### src/rtl/fetch_queue_unit.sv
// Instruction fetch with a DEPTH-entry decoupling queue; a fetch pushed at edge N reaches decode in cycle N+1.
// A redirect flushes the queue and refetches from the target next cycle. A full queue stops fetch until decode pops.
module fetch_queue_unit #(
  parameter int                ADDR_W   = 32,
  parameter int                INST_W   = 32,
  parameter int                DEPTH    = 4,
  parameter logic [ADDR_W-1:0] RESET_PC = '0
) (
  input  logic                       clk,
  input  logic                       rst_n,
  output logic [ADDR_W-1:0]          imem_addr,
  output logic                       imem_req,
  input  logic [INST_W-1:0]          imem_rdata,
  input  logic                       imem_ready,
  input  logic                       redirect_valid,
  input  logic [ADDR_W-1:0]          redirect_pc,
  output logic                       dec_valid,
  input  logic                       dec_ready,
  output logic [INST_W-1:0]          dec_inst,
  output logic [ADDR_W-1:0]          dec_pc_4,
  output logic [$clog2(DEPTH):0]     q_count,
  output logic                       misalign
);

  localparam int                PTR_W   = $clog2(DEPTH);
  localparam int                CNT_W   = PTR_W + 1;
  localparam logic [CNT_W-1:0]  DEPTH_C = CNT_W'(DEPTH);

  logic [ADDR_W-1:0] pc_q, pc_d;
  logic [PTR_W-1:0]  rd_ptr_q, rd_ptr_d;
  logic [PTR_W-1:0]  wr_ptr_q, wr_ptr_d;
  logic [CNT_W-1:0]  count_q, count_d;
  logic              misalign_q, misalign_d;

  logic [INST_W-1:0] inst_mem [DEPTH];
  logic [ADDR_W-1:0] pc4_mem  [DEPTH];

  logic              pop, push, can_push;
  logic [ADDR_W-1:0] pc_plus4;

  assign pc_plus4  = pc_q + ADDR_W'(4);
  assign dec_valid = (count_q != '0) & ~redirect_valid;
  assign pop       = dec_valid & dec_ready;
  // A pop in the same cycle frees the slot, so full-queue streaming keeps 1 IPC.
  assign can_push  = (count_q < DEPTH_C) | pop;
  assign imem_req  = rst_n & ~redirect_valid & can_push;
  assign push      = imem_req & imem_ready;

  assign imem_addr = pc_q;
  assign dec_inst  = inst_mem[rd_ptr_q];
  assign dec_pc_4  = pc4_mem[rd_ptr_q];
  assign q_count   = count_q;
  assign misalign  = misalign_q;

  always_comb begin
    pc_d       = pc_q;
    rd_ptr_d   = rd_ptr_q;
    wr_ptr_d   = wr_ptr_q;
    count_d    = count_q;
    misalign_d = misalign_q;
    if (redirect_valid) begin
      pc_d     = {redirect_pc[ADDR_W-1:2], 2'b00};
      rd_ptr_d = '0;
      wr_ptr_d = '0;
      count_d  = '0;
      if (redirect_pc[1:0] != 2'b00) misalign_d = 1'b1;
    end else begin
      if (push) begin
        pc_d     = pc_plus4;
        wr_ptr_d = wr_ptr_q + PTR_W'(1);
      end
      if (pop) rd_ptr_d = rd_ptr_q + PTR_W'(1);
      case ({push, pop})
        2'b10:   count_d = count_q + CNT_W'(1);
        2'b01:   count_d = count_q - CNT_W'(1);
        default: count_d = count_q;
      endcase
    end
  end

  always_ff @(posedge clk or negedge rst_n) begin
    if (!rst_n) begin
      pc_q       <= RESET_PC;
      rd_ptr_q   <= '0;
      wr_ptr_q   <= '0;
      count_q    <= '0;
      misalign_q <= 1'b0;
    end else begin
      pc_q       <= pc_d;
      rd_ptr_q   <= rd_ptr_d;
      wr_ptr_q   <= wr_ptr_d;
      count_q    <= count_d;
      misalign_q <= misalign_d;
    end
  end

  // Payload storage is deliberately unreset; it is only observed when count is nonzero.
  always_ff @(posedge clk) begin
    if (push) begin
      inst_mem[wr_ptr_q] <= imem_rdata;
      pc4_mem[wr_ptr_q]  <= pc_plus4;
    end
  end

endmodule

### config.mk
export PLATFORM = sky130hd
export DESIGN_NAME = fetch_queue_unit
export DESIGN_NICKNAME = d
export VERILOG_FILES = /design/src/rtl/fetch_queue_unit.sv
export SDC_FILE = /design/constraint.sdc
export NUM_CORES = 1
export LEC_CHECK = 0
export ABC_AREA = 0
export CORE_MARGIN = 1.5
export CORE_UTILIZATION = 35
export DETAILED_ROUTE_END_ITERATION = 7
export PLACE_DENSITY = 0.59
export SLEW_MARGIN = 30
export SYNTH_ARGS = -nofsm -noshare
export SYNTH_HDL_FRONTEND = slang
export SYNTH_SLANG_ARGS = --single-unit
export TNS_END_PERCENT = 20
### constraint.sdc
create_clock -name clk -period 4.8 [get_ports clk]
set_clock_uncertainty 0.2 [all_clocks]
set_input_delay 1.2 -clock clk [delete_from_list [all_inputs] [get_ports clk]]
set_output_delay 1.2 -clock clk [all_outputs]
set_load 0.02 [all_outputs]
# [Word-level counts from Yosys, hierarchy flattened]
# Memories as Yosys holds them, arrays and structs flattened.
# Cells that the tools add are included.
[classes] addsub=5 magnitude_cmp=1 eq_ne=2 muxes=10 bitwise=7 n_reduce_logical=6
[op_table] cell="$mux 32" n=2
[op_table] cell="$add 32x3->32 const B" n=1
[op_table] cell="$mux 2" n=4
[op_table] cell="$pmux 3 s2" n=1
[op_table] cell="$reduce_bool 2->1" n=3
[op_table] cell="$reduce_bool 3->1" n=2
[op_table] cell="$and 1x1->1" n=5
[op_table] cell="$add 2x1->2 const B" n=2
[op_table] cell="$add 3x1->3 const B" n=1
[op_table] cell="$lt 3x3->1 const B" n=1
[op_table] cell="$mux 3" n=1
[op_table] cell="$sub 3x1->3 const B" n=1
[op_table] cell="$eq 2x1->1 const B" n=1
[op_table] cell="$eq 2x2->1 const B" n=1
[op_table] cell="$mux 1" n=2
[op_table] cell="$reduce_and 2->1" n=1
[op_table] cell="$not 1->1" n=1
[op_table] cell="$or 1x1->1" n=1
[totals] register_bits=40 mem_bits_rw=256 in_bits=69 out_inout_bits=102 elab_cells=38 n_memories=2
[memory_table] name="inst_mem" words=4 word_bits=32 rd=1 rd_ports_with_merged_regs=0 wr=1 line="35" rtl="logic [INST_W-1:0] inst_mem [DEPTH];"
[memory_table] name="pc4_mem" words=4 word_bits=32 rd=1 rd_ports_with_merged_regs=0 wr=1 line="36" rtl="logic [ADDR_W-1:0] pc4_mem [DEPTH];"

# [Longest topological paths before layout]
[logic_depth] ltp_word=9 mapped_depth=12 mapped_depth_nobuf=8

# [Least setup slack after synthesis]
# No wires, ideal clock.
[synth_timing] kind="in2reg" start="input redirect_valid" end="memory inst_mem[0][0], enable pin" setup_ns=0.427 t_arrival_ns=3.288 required_time_ns=4.173 setup_slack_ns=0.886 path_stages=4 path_buffers=2 cell_sequence="buf_4 and3b_1 clkbuf_1 and3_1"
[synth_between] elab_chain_cells=8 word_cells_on_any_way=9 classes_between="mux: 2; bitwise: 7"
[synth_lines] item="from (decl)" line="15" rtl="input logic redirect_valid,"
[synth_lines] item="$not 1->1 *" line="42, 46"
[synth_lines] item="$and 1x1->1" line="42" rtl="assign dec_valid = (count_q != '0) & ~redirect_valid;"
[synth_lines] item="$and 1x1->1" line="43" rtl="assign pop = dec_valid & dec_ready;"
[synth_lines] item="$or 1x1->1" line="45" rtl="assign can_push = (count_q < DEPTH_C) | pop;"
[synth_lines] item="$and 1x1->1 *" line="46" rtl="assign imem_req = rst_n & ~redirect_valid & can_push;"
[synth_lines] item="$and 1x1->1 *" line="47" rtl="assign push = imem_req & imem_ready;"
[synth_lines] item="$mux 1 *" line="99" rtl="if (push) begin"
[synth_lines] item="$mux 1 (not written as such) *" line="100" rtl="inst_mem[wr_ptr_q] <= imem_rdata;"
[synth_lines] item="to (decl)" line="35"
# Every way passes the cells marked *; elsewhere a longest branch is shown, timed or not.

# [Worst setup path in the final report]
[layout_timing] start="input dec_ready" end="output imem_req"
[layout_between] elab_chain_cells=3
[layout_lines] item="from (decl)" line="18" rtl="input logic dec_ready,"
[layout_lines] item="$and 1x1->1" line="43"
[layout_lines] item="$or 1x1->1" line="45"
[layout_lines] item="$and 1x1->1" line="46"
[layout_lines] item="to (decl)" line="12" rtl="output logic imem_req,"
# No other way between the ends.

==> impl_metrics.csv <==
group,metric,value,unit
run_status,status,"finished clean",
clock_tree,cts-root-buf,"clkbuf_16",
clock_tree,cts-resized-gates,0,
detailed_routing,drc_errors,0,
clock_tree,holdBufCountCts,0,
synth,synth_top_family_by_area,"multiplexers",
grt,grt_pass1_vias,6688,
synth,synth_cell_types,54,
critical_path,cp_common_cell,"clkdlybuf4s50_1",
timing,fin_crit_sh,0.893,
timing,max_freq,233,MHz
detailed_routing,via_per_inst,5.01,
timing,worstMarginPinSlew,0.619,ns
min_path,hold_path.class,"reg2reg",
clock_tree,path_clk_slew,0.06,ns
critical_path,crit_required,3.40,ns
placement,place_inst,1216,
synth,synth_area_per_cell,18.6,µm²
timing,fin_crit,4.28,ns
floorplan,die_area,34400,µm²
grt,gr-total-overflow,0,
clock_tree,cts.htree.levels,1,
critical_path,crit_chain,"clkdlybuf4s50_1, nand2b_1, and3b_1, clkdlybuf4s50_1",
critical_path,cp_max_fo,9,
cells_and_area,synthToLayoutAreaGrowth,27.7,%
detailed_routing,wl,26.7,mm
critical_path,reg2reg_depth,6,
synth,synthMuxAreaShare,0.122,
clock_tree,cts_tree,"built",
clock_tree,cts.sink_count,286,
synth,seq_area_frac_synth,0.722,
critical_path,max_stage_delay,0.60,ns
floorplan,die_w,185,µm
pwr,vdd_ir_drop_max,0.000255,V
synth,synth_edf_count,248,
cells_and_area,antenna_cells,0,
critical_path,worst_setup_path_end_kind,"output pin",
timing,fin_ws,0.515,ns
critical_path,cpMaxStageDelayCell,"clkdlybuf4s50_1",
min_path,whs_path_depth,1,
floorplan,start_util,0.357,
pwr,p_per_area,385,nW/µm²
synth,synth_xor_area_frac,0.0233,
cells_and_area,final_nets,881,
synth,synthAdderAreaFrac,0.00710,
detailed_routing,wl_per_cell,21.0,µm
grt,grt_antenna_before_repair,0,
timing,finalSetupTns,0,ns
critical_path,path_buf_inv,2,
floorplan,rows,66,
grt,grtUsageTotal,0.157,
grt,grt_max_degree,41,
placement,finalWeightedCongestion,0.779,
clock_tree,cts_made_buffers,30,
synth,synthArstFlopShare,0.133,
timing,timing.final.hold_violations,0,
placement,io_buffers,166,
floorplan,die_y,185,µm
floorplan,core-area,32600,µm²
critical_path,r2r_setup_slack,2.15,ns
floorplan,pin_count,171,
critical_path,crit_type,"in2out",
detailed_routing,detail_route.iter0.violations,395,
cells_and_area,fin_cells,1272,
detailed_routing,first_pass_iters,7,
synth,synthFlopType,"edfxtp_1",
placement,pre_cts_slack,0.529,ns
pwr,p_leak,0.00488,µW
critical_path,path_depth,4,
critical_path,start_kind,"input pin",
synth,synth_cells,625,
clock_tree,clk_path_buf_depth,3,
detailed_routing,vias,6379,
run,drv_cap,0,
detailed_routing,drt.antenna.violating_nets,0,
timing,setup_viol,0,
clock_tree,insertion_delay,0.55,ns
placement,hpwl,16.8,mm
timing,drv_slew,0,
critical_path,crit_family,"buffers and inverters",
clock_tree,postCtsSetupBuffers,0,
grt,grt_first_pass_wirelength,40.3,mm
pwr,p_total,5720,µW
cells_and_area,drive_above_1_share,0.170,
synth,yosys_warnings,0,
synth,synth-simple-area-share,0.0684,
timing,max_slew_margin,0.584,
critical_path,arrival,2.88,ns
synth,synth_compound_area_frac,0.0398,
synth,ys_ff_latch,286,
synth,syn_area,11600,µm²
timing,rsz0062_at_grt,"false",
-- sequential cells by signal, summed over array words and instances (netlist names) --
register / flops
pc4_mem: 120
wr_ptr_q: 2
inst_mem: 128
imem_addr: 30
rd_ptr_q: 2
misalign: 1
q_count: 3
-- cell type report --
type                            instances  area [µm²]
Inverter                                5        18.8
Sequential cell                       286        8400
Fill cell                            2799       17800
Clock inverter                         21         174
Tap cell                              442         553
Multi-Input combinational cell        300        3070
Clock buffer                           35         791
Timing Repair Buffer                  183        1850
-- worst paths after layout --
| path | from | endpoint |
|---|---|---|
| worst max register to register | imem_addr[2]$_DFFE_PN0N_ | imem_addr[22]$_DFFE_PN0N_ |
| min in group asynchronous | rst_n | wr_ptr_q[1]$_DFFE_PN0N_ |
| worst min-delay path | misalign$_DFFE_PN0P_ | misalign$_DFFE_PN0P_ |
| max in group asynchronous | rst_n | rd_ptr_q[0]$_DFFE_PN0P_ |
| worst max-delay path | dec_ready | imem_req |
| worst min register to register | misalign$_DFFE_PN0P_ | misalign$_DFFE_PN0P_ |
-- per-layer routing --
metal  track usage  share of wire
met3        0.0403          0.075
met2         0.254           0.46
met1         0.213           0.45
met4        0.0351          0.016
met5             0              0
-- cells in the final DEF (no fill, tap or decap), types with 5 or more instances in the layout --
| cell type | instances |
|---|---|
| nor2_1 | 14 |
| and3_1 | 8 |
| dfrtp_1 | 36 |
| mux4_2 | 62 |
| o21ai_0 | 18 |
| a22oi_1 | 7 |
| nand3_1 | 24 |
| nor3_1 | 8 |
| edfxtp_1 | 248 |
| xnor2_1 | 22 |
| a221o_1 | 9 |
| ha_1 | 5 |
| buf_4 | 11 |
| nand2_1 | 28 |
| nand4_1 | 5 |
| xor2_1 | 9 |
| clkbuf_16 | 31 |
| or3_1 | 7 |
| inv_1 | 5 |
| clkdlybuf4s50_1 | 164 |
| clkinv_1 | 11 |
| o311ai_0 | 6 |
| a21o_1 | 7 |
| buf_12 | 6 |
-- worst reg2reg max path: stages (launching register included) --
cell	delay (ns)
dfrtp_1	0.46
ha_1	0.32
nand4_2	0.25
nor4_4	0.53
nand3_1	0.28
a21o_1	0.22
a221o_1	0.28
-- where the power goes --
group,switching (µW),internal (µW)
clock,929,1330
sequential,76.0,2790
combinational,305,294
-- synthesized netlist by cell type, types with 2 or more instances --
| cell type | number | area (µm²) |
|---|---|---|
| a21o_1 | 7 | 52.6 |
| a21oi_1 | 3 | 15.0 |
| a221o_1 | 9 | 90.1 |
| a22o_1 | 3 | 26.3 |
| a22oi_1 | 7 | 52.6 |
| a31oi_1 | 3 | 18.8 |
| a41oi_1 | 2 | 17.5 |
| and2_1 | 2 | 12.5 |
| and3_1 | 12 | 75.1 |
| and3b_1 | 2 | 17.5 |
| and4_1 | 2 | 17.5 |
| buf_2 | 10 | 50.1 |
| buf_4 | 6 | 45.0 |
| buf_6 | 2 | 22.5 |
| clkbuf_1 | 18 | 67.6 |
| dfrtp_1 | 38 | 951 |
| edfxtp_1 | 248 | 7450 |
| ha_1 | 5 | 62.6 |
| inv_1 | 5 | 18.8 |
| mux2i_1 | 2 | 20.0 |
| mux4_2 | 62 | 1400 |
| nand2_1 | 28 | 105 |
| nand2b_1 | 3 | 18.8 |
| nand3_1 | 24 | 120 |
| nand3b_1 | 2 | 15.0 |
| nand4_1 | 5 | 31.3 |
| nand4_2 | 2 | 25.0 |
| nand4_4 | 2 | 42.5 |
| nor2_1 | 14 | 52.6 |
| nor2b_1 | 4 | 25.0 |
| nor3_1 | 8 | 40.0 |
| nor3b_1 | 3 | 22.5 |
| nor4_1 | 2 | 12.5 |
| nor4_4 | 3 | 63.8 |
| o21ai_0 | 18 | 90.1 |
| o311ai_0 | 6 | 52.6 |
| or3_1 | 7 | 43.8 |
| xnor2_1 | 22 | 193 |
| xor2_1 | 9 | 78.8 |
-- per-stage QoR --
step	util	instance area (µm²)	hold WS [ns]
after floorplan	-	11600	0.315
after global placement	0.426	13900	0.258
after detailed placement	0.426	13900	0.257
after CTS	0.456	14900	0.277
after global routing	0.456	14900	0.315
final	0.456	14900	0.272
-- kinds of logic (layout without fill, tap and decap cells) --
kind of cell	Yosys count	in the layout
flip-flops	286	286
other	1	4
AO/OA/AOI/OAI	64	64
multiplexers	64	64
adder cells (fa/ha/maj)	6	6
XOR/XNOR	31	31
AND/OR/NAND/NOR	131	131
buffers and inverters	42	244
Power figures use the tool's default switching activity.
